--- src/rtl/sonic_addr_xlate_pipe.sv ---
// Three-stage external-to-internal address translator for a paged circular buffer.
// Each page of PAGE_DATA payload words is preceded by HDR header words in the internal map.
module sonic_addr_xlate_pipe #(
    parameter int ADDR_W    = 15,
    parameter int PAGE_DATA = 496,
    parameter int HDR       = 16,
    parameter int NUM_PAGES = 64,
    parameter int TAG_W     = 4,
    localparam int PG_W     = (NUM_PAGES > 1) ? $clog2(NUM_PAGES) : 1
) (
    input  logic              clk,
    input  logic              reset,
    input  logic              in_valid,
    output logic              in_ready,
    input  logic [ADDR_W-1:0] in_addr,
    input  logic [TAG_W-1:0]  in_tag,
    input  logic              wrap_en,
    output logic              out_valid,
    input  logic              out_ready,
    output logic [ADDR_W-1:0] out_addr,
    output logic [PG_W-1:0]   out_page,
    output logic [TAG_W-1:0]  out_tag,
    output logic              out_wrapped,
    output logic              out_err,
    output logic [15:0]       err_cnt,
    input  logic              cnt_clr
);

    // One extra bit holds TOTAL itself and the header-adjusted sum without overflow.
    localparam int XW = ADDR_W + 1;
    localparam logic [XW-1:0] TOTAL = XW'(PAGE_DATA * NUM_PAGES);

    if ((longint'(PAGE_DATA + HDR) * longint'(NUM_PAGES) > (longint'(1) << ADDR_W))
        || (PAGE_DATA == 0) || (NUM_PAGES == 0)) begin : g_param_check
        $error("sonic_addr_xlate_pipe: page geometry does not fit ADDR_W");
    end

    function automatic logic [15:0] sat_inc(input logic [15:0] v);
        return (v == 16'hFFFF) ? v : v + 16'd1;
    endfunction

    logic              vld_p0, vld_p1, vld_p2;
    logic              load_p0, load_p1, load_p2;
    logic [ADDR_W-1:0] addr_p0;
    logic [TAG_W-1:0]  tag_p0;
    logic              wrap_p0;

    assign load_p2   = ~vld_p2 | out_ready;
    assign load_p1   = ~vld_p1 | load_p2;
    assign load_p0   = ~vld_p0 | load_p1;
    assign in_ready  = load_p0;
    assign out_valid = vld_p2;

    // ---- stage 1: capture request ----
    always_ff @(posedge clk or negedge reset) begin
        if (!reset) begin
            vld_p0 <= 1'b0;
        end else if (load_p0) begin
            vld_p0 <= in_valid;
        end
    end

    always_ff @(posedge clk) begin
        if (load_p0 && in_valid) begin
            addr_p0 <= in_addr;
            tag_p0  <= in_tag;
            wrap_p0 <= wrap_en;
        end
    end

    // ---- stage 2: fold into range and locate page ----
    logic [XW-1:0]        a_ext, a_sub, a_fold;
    logic                 fold_wrapped, fold_err;
    logic [NUM_PAGES-1:0] ge;
    logic [PG_W-1:0]      pg_s2;

    assign a_ext = XW'(addr_p0);
    assign a_sub = a_ext - TOTAL;

    always_comb begin
        a_fold       = a_ext;
        fold_wrapped = 1'b0;
        fold_err     = 1'b0;
        if (a_ext >= TOTAL) begin
            if (wrap_p0) begin
                a_fold = a_sub;
                if (a_sub >= TOTAL) begin
                    fold_err = 1'b1;
                end else begin
                    fold_wrapped = 1'b1;
                end
            end else begin
                fold_err = 1'b1;
            end
        end
    end

    assign ge[0] = 1'b1;
    for (genvar k = 1; k < NUM_PAGES; k++) begin : g_cmp
        assign ge[k] = (a_fold >= XW'(k * PAGE_DATA));
    end

    // Thresholds are monotonic, so the highest set comparator is the page.
    always_comb begin
        pg_s2 = '0;
        for (int k = 1; k < NUM_PAGES; k++) begin
            if (ge[k]) pg_s2 = PG_W'(k);
        end
    end

    logic [ADDR_W-1:0] a_p1;
    logic [PG_W-1:0]   pg_p1;
    logic [TAG_W-1:0]  tag_p1;
    logic              wrapped_p1, err_p1;

    always_ff @(posedge clk or negedge reset) begin
        if (!reset) begin
            vld_p1 <= 1'b0;
        end else if (load_p1) begin
            vld_p1 <= vld_p0;
        end
    end

    always_ff @(posedge clk) begin
        if (load_p1 && vld_p0) begin
            a_p1       <= a_fold[ADDR_W-1:0];
            pg_p1      <= pg_s2;
            tag_p1     <= tag_p0;
            wrapped_p1 <= fold_wrapped;
            err_p1     <= fold_err;
        end
    end

    // ---- stage 3: insert headers and present result ----
    logic [XW-1:0] xl;
    logic          unused_hi;

    assign xl        = XW'(a_p1) + XW'(HDR) * (XW'(pg_p1) + XW'(1));
    assign unused_hi = ^{xl[ADDR_W], a_fold[ADDR_W]};

    always_ff @(posedge clk or negedge reset) begin
        if (!reset) begin
            vld_p2      <= 1'b0;
            out_addr    <= '0;
            out_page    <= '0;
            out_tag     <= '0;
            out_wrapped <= 1'b0;
            out_err     <= 1'b0;
        end else if (load_p2) begin
            vld_p2 <= vld_p1;
            if (vld_p1) begin
                out_addr    <= err_p1 ? '0 : xl[ADDR_W-1:0];
                out_page    <= err_p1 ? '0 : pg_p1;
                out_tag     <= tag_p1;
                out_wrapped <= wrapped_p1;
                out_err     <= err_p1;
            end
        end
    end

    always_ff @(posedge clk or negedge reset) begin
        if (!reset) begin
            err_cnt <= '0;
        end else if (cnt_clr) begin
            err_cnt <= '0;
        end else if (vld_p2 && out_ready && out_err) begin
            err_cnt <= sat_inc(err_cnt);
        end
    end

endmodule
--- config.mk ---
export PLATFORM = sky130hd
export DESIGN_NAME = sonic_addr_xlate_pipe
export DESIGN_NICKNAME = d
export VERILOG_FILES = /design/src/rtl/sonic_addr_xlate_pipe.sv
export SDC_FILE = /design/constraint.sdc
export NUM_CORES = 1
export LEC_CHECK = 0
export ABC_CLOCK_PERIOD_IN_PS = 3100
export CORE_ASPECT_RATIO = 0.7
export CORE_MARGIN = 1
export CORE_UTILIZATION = 47
export DETAILED_ROUTE_END_ITERATION = 6
export GPL_TIMING_DRIVEN = 0
export HOLD_SLACK_MARGIN = 0.12
export PLACE_DENSITY = 0.79
export REMOVE_ABC_BUFFERS = 1
export SLEW_MARGIN = 20
export SYNTH_ARGS = -nofsm -noshare
export SYNTH_HDL_FRONTEND = slang
export SYNTH_SLANG_ARGS = --single-unit
--- constraint.sdc ---
create_clock -name clk -period 3.1 [get_ports clk]
set_clock_uncertainty 0.15 [all_clocks]
set_input_delay 0.62 -clock clk [delete_from_list [all_inputs] [get_ports clk]]
set_output_delay 0.62 -clock clk [all_outputs]
set_load 0.03 [all_outputs]
==> metrics.md <==
| Metric | Value |
|---|---|
| Commonest non-fill, non-tap cell in the layout | clkdlybuf4s50_1 |
| Peak supply drop | 0.361 mV |
| Fin crit period | slightly above 3 ns |
| Die Footprint | 13,300 µm² |
| Final setup fails | 1 |
| Static leakage | a little under 3 nW |
| Register area share after synthesis | 42.4% |
| Post-Syn Area per Cell | 9.67 µm² |
| Via count | ~5,700 |
| Area grow syn2layout | 28.1% |
| CP Class | flip-flop to flip-flop |
| Met3 usage | 13.9% |
| Die width | 138 µm |
| Post-route clock period utilization | 101% |
| M2 GR Usage | 40.7% |
| Gate count of the mapped netlist | 625 |
| Antenna violations before repair | 0 |
| R2R depth | 11 |
| Async SR Flop Fraction | 49.5% |
| Global-route wire length before repair | 30.9 mm |
| Netlist Area Pre-Place | 6050 µm² |
| CP Launch Type | flip-flop |
| FF-to-FF Start | addr_p0[10] |
| Reg-to-reg slack, setup | -0.02 ns |
| Worst Min Path Start | tag_p0[0] |
| PortBufs | 69 |
| Crit path cell chain | ha_4 -> nand4_4 -> buf_12 -> buf_4 -> a2111oi_0 -> a31oi_2 -> o21ai_1 -> nor4b_4 -> a211oi_2 -> a31oi_2 -> a211oi_2 |
| Relative slew slack | ~43% |
| Cell Pwr Density | 510 nW/µm² |
| Worst setup margin | -0.0188 ns |
| Flip-flop and latch area | 2560 µm² |
| IO Pins | 70 |
| Worst skew pair latency | 0.35 ns |
| Final wirelength | 20.7 mm |
| Largest net degree at the start of global routing | between 40 and 50 |
| FF+latch count, synth | 93 |
| Class of the worst hold path | flip-flop to flip-flop |
| Most Crowded Layer GR | met1 |
| Fillers | 1,001 |
| Area of the multi-input gates | 3420 µm² |
| Vias in the first global route | 5,372 |
| Initial detailed-routing violation count | roughly 730 |
| Req. time, crit path | 3.04 ns |
| Clk pin slew, worst setup/hold paths | 0.08 ns |
| Hold Path Depth | 0 |
| RSZ-0062 raised after global routing | yes |
| Crit end category | flip-flop |
| Post-synth EDFFs | between 40 and 50 |
| Root Driver | clkbuf_16 |
| Routed WL per cell | 23.4 µm |
| Primary FF master, synth | edfxtp_1 |
| Post-DP Area | ~6700 µm² |
| Final #Nets | 755 |
| Slew @ Worst Pin | 0.851 ns |
| Hold Path Sink | tag_p1[0] |
| GRT Total Usage | 31.4% |
| Rows | 34 |
| Outcome | complete, but fails checks |
| Post-DP HPWL | 13.9 mm |
| Distinct cells, synth | 88 |
| Max-slew violations | 0 |
| Core ar. | 12,500 µm² |
| GRT overflow | 0 |
| Critical Path AT | between 3 and 4 ns |
| Pre-antenna DRT Iters | 6 |
| Design Area, Final | 7740 µm² |
| Violated checks | negative setup slack |
| Critical-path top delay cell | edfxtp_1 |
| Maximum root-to-sink buffer count | 2 |
| # H-tree levels | 3 |
| Fraction of layout cells with a size suffix above 1 | 21.7% |
| Initial core utilization | 48.5% |
| GR Util met1 | 45.8% |
| Synth warn | 0 |
| CP peak stage delay | 0.50 ns |
| Antenna cells | 0 |
| Setup WS pre-CTS | -1.60 ns |
| Routability Congestion | 0.961 |
| Vias per cell | 6.47 |
| CTS Sinks | between 90 and 100 |
| Crit path max fanout | 8 |
| Fmax | around 0.32 GHz |
| Num CTS Buffers | 9 |
| Remaining DRCs | 0 |
| Max-cap violations | 0 |
| Die span in y | 96.9 µm |
| Post-route ant nets | 0 |
| CTS tree | yes |
| Final hold violations | 0 |
| Most frequent cells in the layout | clkdlybuf4s50_1 (68), nand2_1 (56), edfxtp_1 (47) |
| Reg2reg end | pg_p1[0] |
| Fin util | 62.1% |
[repair_timing]
action                                  CTS  global route
pin swaps                                 4            21
cloned                                    0             0
resized for setup                        25            47
setup buffers                            28            23
endpoints found under the setup margin    7             6
hold endpoints to repair                 13             0
hold buffers                              1             0
[layer usage]
metal | share of wire [%] | wire (µm)
met1 | 44 | 9050
met2 | 39 | 8150
met3 | 13 | 2780
met4 | 3.3 | 688
met5 | 0 | 0
[layout make-up]
cell class              instances  share of cell area (%)
repair buffers                122                    15.3
clock buffers                   9                    2.91
well taps                     162                    2.62
inverters                      18                   0.921
clock inverters                 7                    1.00
flip-flops and latches         93                    33.1
multi-input cells             474                    44.1
[cells by family after synthesis]
logic type / synth area share [%]
AND/OR/NAND/NOR: 20.4
flip-flops: 42.4
XOR/XNOR: 3.33
AO/OA/AOI/OAI: 23.7
multiplexers: 1.45
adder cells (fa/ha/maj): 2.61
buffers and inverters: 6.19
[per-stage QoR]
stage	hold WS [ns]	TNS (ns)	cells	power [mW]
global placement	0.255	-5.88	816	2.69
finish	0.272	-0.0188	885	3.95
CTS	0.273	0	862	3.85
floorplan	0.174	-0.768	585	2.25
detailed placement	0.255	-5.87	817	2.70
global route	0.286	-0.146	885	4.11
[worst max-delay path by stage]
stage / cells past startpoint / slack (ns) / startpoint / end
CTS: 10 / 0.01 / addr_p0[10] / pg_p1[1]
finish: 11 / -0.02 / addr_p0[10] / pg_p1[0]
detailed placement: 10 / -1.60 / addr_p0[10] / pg_p1[0]
global route: 10 / -0.06 / addr_p0[10] / pg_p1[0]
global placement: 10 / -1.66 / addr_p0[10] / pg_p1[0]
floorplan: 10 / -0.32 / addr_p0[10] / pg_p1[0]
[state kept, by name (all words and copies together) (netlist names), 4 cells and up]
register  cells
a_p1         15
addr_p0      15
err_cnt      16
out_addr     15
out_page      6
out_tag       4
pg_p1         6
tag_p0        4
tag_p1        4
[synth_stat cells (11+ instances only)]
| cell | number | area [µm²] |
|---|---|---|
| ha_1 | 11 | 138 |
| o21ai_0 | 56 | 280 |
| nand2b_1 | 19 | 119 |
| xor2_1 | 14 | 123 |
| dfrtp_1 | 46 | 1150 |
| a21oi_1 | 31 | 155 |
| nand2_1 | 59 | 221 |
| nor2_1 | 43 | 161 |
| edfxtp_1 | 47 | 1410 |
| clkbuf_1 | 17 | 63.8 |
| inv_1 | 15 | 56.3 |
| nand3_1 | 25 | 125 |
| a31oi_1 | 13 | 81.3 |
[power breakdown]
part / switching, mW / internal, mW
clock: 0.527 / 0.573
combinational: 0.777 / 0.507
sequential: 0.103 / 1.46
total: 1.41 / 2.54
[worst max-delay path: cells and delay by family (launching register included)]
family | cells | cell delay (ns)
AOI/OAI and AO/OA | 6 | 1.23
DFF | 1 | 0.50
and+or+nand+nor | 2 | 0.42
buffers and inverters | 2 | 0.33
adders and majority gates | 1 | 0.21
(Power assumes the default switching activity.)
